<file path="src/rtl/hazard_ctrl.sv">
// hazard_ctrl: hazard detection, operand forwarding and HI/LO occupancy
// tracking for a 5-stage MIPS pipeline. Stall and forward decisions are
// combinational from the stage instruction words; only the HI/LO busy counter
// and the stall-cycle statistics counter hold state.

module hazard_ctrl #(
    parameter int unsigned MULT_LAT = 5,
    parameter int unsigned DIV_LAT  = 10,
    // Both latencies must fit in CNT_W bits.
    parameter int unsigned CNT_W    = 4
) (
    input  logic        Clk,
    input  logic        Rst_n,
    input  logic [31:0] InstrD,
    input  logic [31:0] InstrE,
    input  logic [31:0] InstrM,
    input  logic [31:0] InstrW,
    input  logic        regWriteE,
    input  logic        regWriteM,
    input  logic        regWriteW,
    output logic        stallF,
    output logic        stallD,
    output logic        stallE,
    output logic [1:0]  fwdRsD,
    output logic [1:0]  fwdRtD,
    output logic [1:0]  fwdRsE,
    output logic [1:0]  fwdRtE,
    output logic        mdBusy,
    output logic [31:0] stallCnt
);

    // ------------------------------------------------------------------
    // Opcode / function encodings
    // ------------------------------------------------------------------
    localparam logic [5:0] OP_SPECIAL = 6'h00;
    localparam logic [5:0] OP_JAL     = 6'h03;
    localparam logic [5:0] OP_BEQ     = 6'h04;
    localparam logic [5:0] OP_BNE     = 6'h05;
    localparam logic [5:0] OP_LB      = 6'h20;
    localparam logic [5:0] OP_LH      = 6'h21;
    localparam logic [5:0] OP_LW      = 6'h23;
    localparam logic [5:0] OP_LBU     = 6'h24;
    localparam logic [5:0] OP_LHU     = 6'h25;

    localparam logic [5:0] FN_JR      = 6'h08;
    localparam logic [5:0] FN_MFHI    = 6'h10;
    localparam logic [5:0] FN_MTHI    = 6'h11;
    localparam logic [5:0] FN_MFLO    = 6'h12;
    localparam logic [5:0] FN_MTLO    = 6'h13;
    localparam logic [5:0] FN_MULT    = 6'h18;
    localparam logic [5:0] FN_MULTU   = 6'h19;
    localparam logic [5:0] FN_DIV     = 6'h1A;
    localparam logic [5:0] FN_DIVU    = 6'h1B;

    localparam logic [4:0] REG_RA     = 5'd31;

    localparam logic [CNT_W-1:0] MULT_LOAD = CNT_W'(MULT_LAT);
    localparam logic [CNT_W-1:0] DIV_LOAD  = CNT_W'(DIV_LAT);

    // Operand source select shared by the D-stage comparator and E-stage ALU.
    typedef enum logic [1:0] {
        FWD_RF = 2'b00,   // register file / pipeline register value
        FWD_M  = 2'b01,   // result held in the M stage
        FWD_W  = 2'b10    // result held in the W stage
    } fwd_sel_e;

    // ------------------------------------------------------------------
    // Instruction decode helpers
    // ------------------------------------------------------------------
    function automatic logic is_load(input logic [31:0] instr);
        logic [5:0] op;
        op = instr[31:26];
        return (op == OP_LB) || (op == OP_LH) || (op == OP_LW) ||
               (op == OP_LBU) || (op == OP_LHU);
    endfunction

    function automatic logic is_branch(input logic [31:0] instr);
        logic [5:0] op;
        op = instr[31:26];
        return (op == OP_BEQ) || (op == OP_BNE) ||
               ((op == OP_SPECIAL) && (instr[5:0] == FN_JR));
    endfunction

    function automatic logic is_mult(input logic [31:0] instr);
        return (instr[31:26] == OP_SPECIAL) &&
               ((instr[5:0] == FN_MULT) || (instr[5:0] == FN_MULTU));
    endfunction

    function automatic logic is_div(input logic [31:0] instr);
        return (instr[31:26] == OP_SPECIAL) &&
               ((instr[5:0] == FN_DIV) || (instr[5:0] == FN_DIVU));
    endfunction

    // Anything that reads or writes HI/LO, including a new mult/div.
    function automatic logic is_md_use(input logic [31:0] instr);
        logic hilo_move;
        hilo_move = (instr[31:26] == OP_SPECIAL) &&
                    ((instr[5:0] == FN_MFHI) || (instr[5:0] == FN_MTHI) ||
                     (instr[5:0] == FN_MFLO) || (instr[5:0] == FN_MTLO));
        return hilo_move || is_mult(instr) || is_div(instr);
    endfunction

    // Register actually written by a stage; 0 means "writes nothing that
    // can ever be forwarded or cause a hazard".
    function automatic logic [4:0] dst_of(input logic [31:0] instr,
                                          input logic        we);
        if (!we)                           return 5'd0;
        else if (instr[31:26] == OP_SPECIAL) return instr[15:11];
        else if (instr[31:26] == OP_JAL)     return REG_RA;
        else                                 return instr[20:16];
    endfunction

    // $0 is hard-wired, so a zero destination never matches a source.
    function automatic logic hit(input logic [4:0] dst, input logic [4:0] src);
        return (dst != 5'd0) && (dst == src);
    endfunction

    // ------------------------------------------------------------------
    // Per-stage decode
    // ------------------------------------------------------------------
    logic [4:0] rs_d, rt_d, rs_e, rt_e;
    logic [4:0] dst_e, dst_m, dst_w;
    logic       load_e, load_m;
    logic       branch_d, md_use_d;
    logic       mult_e, div_e, md_start_e;

    assign rs_d       = InstrD[25:21];
    assign rt_d       = InstrD[20:16];
    assign rs_e       = InstrE[25:21];
    assign rt_e       = InstrE[20:16];

    assign dst_e      = dst_of(InstrE, regWriteE);
    assign dst_m      = dst_of(InstrM, regWriteM);
    assign dst_w      = dst_of(InstrW, regWriteW);

    assign load_e     = is_load(InstrE);
    assign load_m     = is_load(InstrM);
    assign branch_d   = is_branch(InstrD);
    assign md_use_d   = is_md_use(InstrD);
    assign mult_e     = is_mult(InstrE);
    assign div_e      = is_div(InstrE);
    assign md_start_e = mult_e || div_e;

    // ------------------------------------------------------------------
    // State
    // ------------------------------------------------------------------
    logic [CNT_W-1:0] cnt_q, cnt_d;
    logic [31:0]      stall_cnt_q, stall_cnt_d;
    logic             md_busy;

    assign md_busy = (cnt_q != '0);

    // ------------------------------------------------------------------
    // Hazard detection
    // ------------------------------------------------------------------
    logic stall;
    logic load_use, branch_alu, branch_load, md_hazard;

    // Combine the four hazard sources into the single pipeline stall.
    always_comb begin
        // NOTE: every always_comb output gets a default first so no path
        // leaves it unassigned, which would otherwise infer a latch.
        load_use    = 1'b0;
        branch_alu  = 1'b0;
        branch_load = 1'b0;
        md_hazard   = 1'b0;

        if (load_e && (hit(dst_e, rs_d) || hit(dst_e, rt_d)))
            load_use = 1'b1;

        // The branch comparator sits in D, so even an ALU result in E is
        // one cycle too late for it.
        if (branch_d && (hit(dst_e, rs_d) || hit(dst_e, rt_d)))
            branch_alu = 1'b1;

        // Load data only exists at the end of M; a branch must wait until
        // the load reaches W.
        if (branch_d && load_m && (hit(dst_m, rs_d) || hit(dst_m, rt_d)))
            branch_load = 1'b1;

        // HI/LO readers wait while the unit is busy or about to start.
        if (md_use_d && (md_busy || md_start_e))
            md_hazard = 1'b1;

        stall = load_use || branch_alu || branch_load || md_hazard;
    end

    assign stallF = stall;
    assign stallD = stall;
    assign stallE = stall;

    // ------------------------------------------------------------------
    // Forwarding
    // ------------------------------------------------------------------
    fwd_sel_e fwd_rs_d, fwd_rt_d, fwd_rs_e, fwd_rt_e;

    // E-stage ALU operands: nearest producer (M) wins over older (W).
    always_comb begin
        fwd_rs_e = FWD_RF;
        fwd_rt_e = FWD_RF;

        if (hit(dst_m, rs_e))      fwd_rs_e = FWD_M;
        else if (hit(dst_w, rs_e)) fwd_rs_e = FWD_W;

        if (hit(dst_m, rt_e))      fwd_rt_e = FWD_M;
        else if (hit(dst_w, rt_e)) fwd_rt_e = FWD_W;
    end

    // D-stage comparator operands: a load in M has no data yet, so it is
    // never a forwarding source here (the branch-load stall covers it).
    always_comb begin
        fwd_rs_d = FWD_RF;
        fwd_rt_d = FWD_RF;

        if (!load_m && hit(dst_m, rs_d)) fwd_rs_d = FWD_M;
        else if (hit(dst_w, rs_d))       fwd_rs_d = FWD_W;

        if (!load_m && hit(dst_m, rt_d)) fwd_rt_d = FWD_M;
        else if (hit(dst_w, rt_d))       fwd_rt_d = FWD_W;
    end

    assign fwdRsD = fwd_rs_d;
    assign fwdRtD = fwd_rt_d;
    assign fwdRsE = fwd_rs_e;
    assign fwdRtE = fwd_rt_e;

    // ------------------------------------------------------------------
    // HI/LO busy counter
    // ------------------------------------------------------------------
    // Reload on a new mult/div in E (newest start wins), else count down.
    always_comb begin
        cnt_d = cnt_q;
        if (mult_e)              cnt_d = MULT_LOAD;
        else if (div_e)          cnt_d = DIV_LOAD;
        else if (cnt_q != '0)    cnt_d = cnt_q - CNT_W'(1);
    end

    // Saturating count of stalled cycles.
    always_comb begin
        stall_cnt_d = stall_cnt_q;
        if (stall && (stall_cnt_q != 32'hFFFF_FFFF))
            stall_cnt_d = stall_cnt_q + 32'd1;
    end

    // State registers; reset aborts any HI/LO count in flight.
    always_ff @(posedge Clk or negedge Rst_n) begin
        if (!Rst_n) begin
            cnt_q       <= '0;
            stall_cnt_q <= '0;
        end else begin
            // NOTE: non-blocking assignments here so every register samples
            // the pre-edge values, independent of statement order.
            cnt_q       <= cnt_d;
            stall_cnt_q <= stall_cnt_d;
        end
    end

    assign mdBusy   = md_busy;
    assign stallCnt = stall_cnt_q;

endmodule

</file>
<file path="config.mk">
export PLATFORM = sky130hd
export DESIGN_NAME = hazard_ctrl
export DESIGN_NICKNAME = d
export VERILOG_FILES = /design/src/rtl/hazard_ctrl.sv
export SDC_FILE = /design/constraint.sdc
export NUM_CORES = 1
export LEC_CHECK = 0
export CORE_MARGIN = 4
export CORE_UTILIZATION = 35
export CTS_CLUSTER_SIZE = 40
export DETAILED_ROUTE_END_ITERATION = 6
export GPL_TIMING_DRIVEN = 0
export PLACE_DENSITY = 0.85
export SYNTH_ARGS = -nofsm -noshare
export SYNTH_HDL_FRONTEND = slang
export SYNTH_SLANG_ARGS = --single-unit
export TNS_END_PERCENT = 10
</file>
<file path="constraint.sdc">
create_clock -name Clk -period 3.4 [get_ports Clk]
set_input_delay 0.34 -clock Clk [delete_from_list [all_inputs] [get_ports Clk]]
set_output_delay 0.34 -clock Clk [all_outputs]
set_load 0.02 [all_outputs]
</file>
==> flow_summary.yaml <==
clocking:
  path_clk_slew_ps: 70
  cts.sinks: 36
  cts.path.max_buffers: 2
  numCtsBuffers: 5
  root_buffer: "clkbuf_8"
  cts_tree: "yes"
  htreeDepth: 2
  clkLatencyLatePin_ps: 290
  ctsHoldBuffers: 0
sta:
  skew_ps: 5.29
  max_freq_mhz: 288
  finalHoldViolCount: 0
  maxSlewHeadroom_pct: 42.7
  drv_slew: 0
  min_period_over_period_pct: 102
  worst_slew_pin_slew_ps: 859
  fin_crit_ps: 3470
  rsz0062_at_grt: "yes"
  worst_slack_ps: -67.2
  setup_viol: 4
pwr:
  p_total_w: 0.00124
  power_density_mw_per_mm2: 257
  leakagePower_nw: 2.01
  ir_worst_vdd_mv: 0.111
job:
  max_cap_viol_count: 0
floorplan:
  dieArea_sq_mm: 0.0100
  dieWidth_microns: 100
  start_util_pct: 36.1
  row_count: 33
  core_sq_mm: 0.00822
  die_h_microns: 100
  ios: 177
setup_path:
  critPathMaxStageDelay_ps: 560
  cp_num_buf_inv: 5
  cp_top_family: "simple AND/OR/NAND/NOR gates"
  worstPathArrival_ps: 3130
  r2r_setup_slack_ps: 250
  endpoint: "stallF"
  critPathLaunchType: "input port"
  critPathKind: "in2out"
  r2r_cells: 9
  r2r_start: "stallCnt[6]"
  cp_data_required_time_ps: 3060
  startpoint: "InstrM[30]"
  worstPathMaxFanout: 5
  cp_slowest_cell: "or4_4"
  worst_setup_path_end_kind: "primary output"
  path_cells: "buf_6, or4_4, or3_4, o221a_1, buf_6, xor2_1, or4_4, a211oi_4, nor3_4, inv_2, buf_6, buf_6"
  worst_path_most_repeated_cell: "buf_6"
  crit_cells: 12
  worst_r2r_endpoint: "stallCnt[1]"
cells_and_area:
  diodes: 0
  nFillCells: 683
  regArea_sq_um: 901
  final_cell_mix: "103 x clkdlybuf4s50_1, 39 x xnor2_1, 37 x xor2_1"
  fin_cells: 564
  fin_nets: 595
  drive_above_1_share_pct: 21.8
  multi_input_area_sq_mm: 0.00231
  syn_to_final_growth_pct: 63.4
  mostFrequentLayoutCell: "clkdlybuf4s50_1"
detailed_routing:
  drt_wl_total_mm: 9.53
  drc_errors: 0
  drt_iter0_drc: 74
  vias_per_cell: 5.46
  avgRoutedWirePerCell_microns: 16.9
  num_vias: 3081
  ant_nets: 0
  first_pass_iters: 5
outcome:
  violations: "setup timing"
  outcome: "finished, violations left"
synthesis:
  synth_edf_count: 0
  synthTopCellsByArea: "dfrtp_1 30%, xnor2_1 12%, xor2_1 11%, nor3_2 4.0%, or4_1 2.8%"
  synth.ff_latch_count: 36
  synth_warnings: 0
  synth_area_sq_mm: 0.00297
  syn_area_per_cell_sq_um: 9.39
  seq_area_frac_synth_pct: 30.4
  synth-main-ff-cell: "dfrtp_1"
  async_flop_share_pct: 100
  syn_nets: 452
  synth.distinct_cells: 49
  synthCells: 316
  synth_top_area_cell: "dfrtp_1"
  netlist.area_leader.share_pct: 30.4
global_routing:
  antenna_found_initial: 0
  grt.overflow.total: 0
  grt_pass1_vias: 3224
  grt_usage_pct: 18.6
  grt_max_degree: 37
  grt_pass1_wl_mm: 15.2
min_path:
  hp-class: "in2async"
place:
  hpwl_mm: 7.42
  dp_cells: 548
  io_buffers: 127
  gp_congestion: 0.932
how the worst min path moves through the flow:
stage,from,endpoint,slack (ps),depth (start not counted)
after floorplan,Rst_n,cnt_q[0],40,0
after CTS,Rst_n,stallCnt[28],160,1
after detailed placement,Rst_n,stallCnt[28],470,1
after global placement,stallCnt[11],stallCnt[11],470,1
after global routing,Rst_n,stallCnt[31],200,1
final,Rst_n,stallCnt[25],140,1
worst register-to-register path: cells and delay by family (launching register included):
family,cells,cell delay (ps)
and+or+nand+nor,6,1920
AOI/OAI and AO/OA,1,130
buffers and inverters,1,220
DFF,1,440
muxes,1,330
sequential cells by signal (all words and copies together), names as in the netlist:
| name | flops |
|---|---|
| cnt_q | 4 |
| stallCnt | 32 |
layer usage:
metal	part of all wire [%]	GRT usage, %	vias to the layer above
li1	-	-	1444
met4	2.1	6.42	0
met3	7.3	3.89	18
met5	0	0	-
met2	53	35.2	140
met1	37	20.5	1479
report_power, final:
part / switching, W / internal [W] / leakage, nW
clock: 0.000149 / 0.000139 / 0.0410
combinational: 0.000218 / 0.000241 / 1.49
sequential: 0.0000345 / 0.000463 / 0.478
total: 0.000401 / 0.000843 / 2.01
stage by stage:
step | setup slack [ps] | util (%) | setup TNS, ps | cell area (sq um) | hold WS [ps]
floorplan | -99.9 | - | -290 | 2970 | 44.4
global placement | -1390 | 53.3 | -34940 | 4380 | 473
detailed placement | -1470 | 53.2 | -37950 | 4370 | 468
CTS | -91.3 | 56.7 | -279 | 4660 | 158
global route | -129 | 59.0 | -1390 | 4850 | 200
finish | -67.2 | 59.0 | -178 | 4850 | 138
repair_timing:
action                                  in CTS  in global routing
pin swaps                                   20                 15
resized for setup                          100                 32
buffers inserted                             7                  3
endpoints found under the setup margin      43                 37
synthesized netlist by cell type, types with 9 or more instances:
cell,n
nor4_1,11
nand3_1,9
inv_1,10
or4_1,11
nor2_1,12
xnor2_1,41
xor2_1,37
nor3_2,12
nor3_1,10
or3_1,9
o21ai_0,12
dfrtp_1,36
nand4_1,11
nand2_1,19
kinds of logic after synthesis:
group	synth area share (%)
adders and majority gates	1.27
muxes	0.380
AOI/OAI and AO/OA	11.6
buffers and inverters	3.54
xor gates and xnor gates	23.0
and+or+nand+nor	29.8
DFF	30.4
final cells by class:
| cell class | count | share of cell area, % |
|---|---|---|
| sequential | 36 | 18.6 |
| multi-input combinational | 260 | 47.7 |
| clock buffer | 6 | 1.50 |
| buffer | 9 | 1.47 |
| tap | 105 | 2.71 |
| clock inverter | 1 | 0.103 |
| timing repair buffer | 137 | 27.2 |
| inverter | 10 | 0.774 |
(Power assumes the default switching activity.)
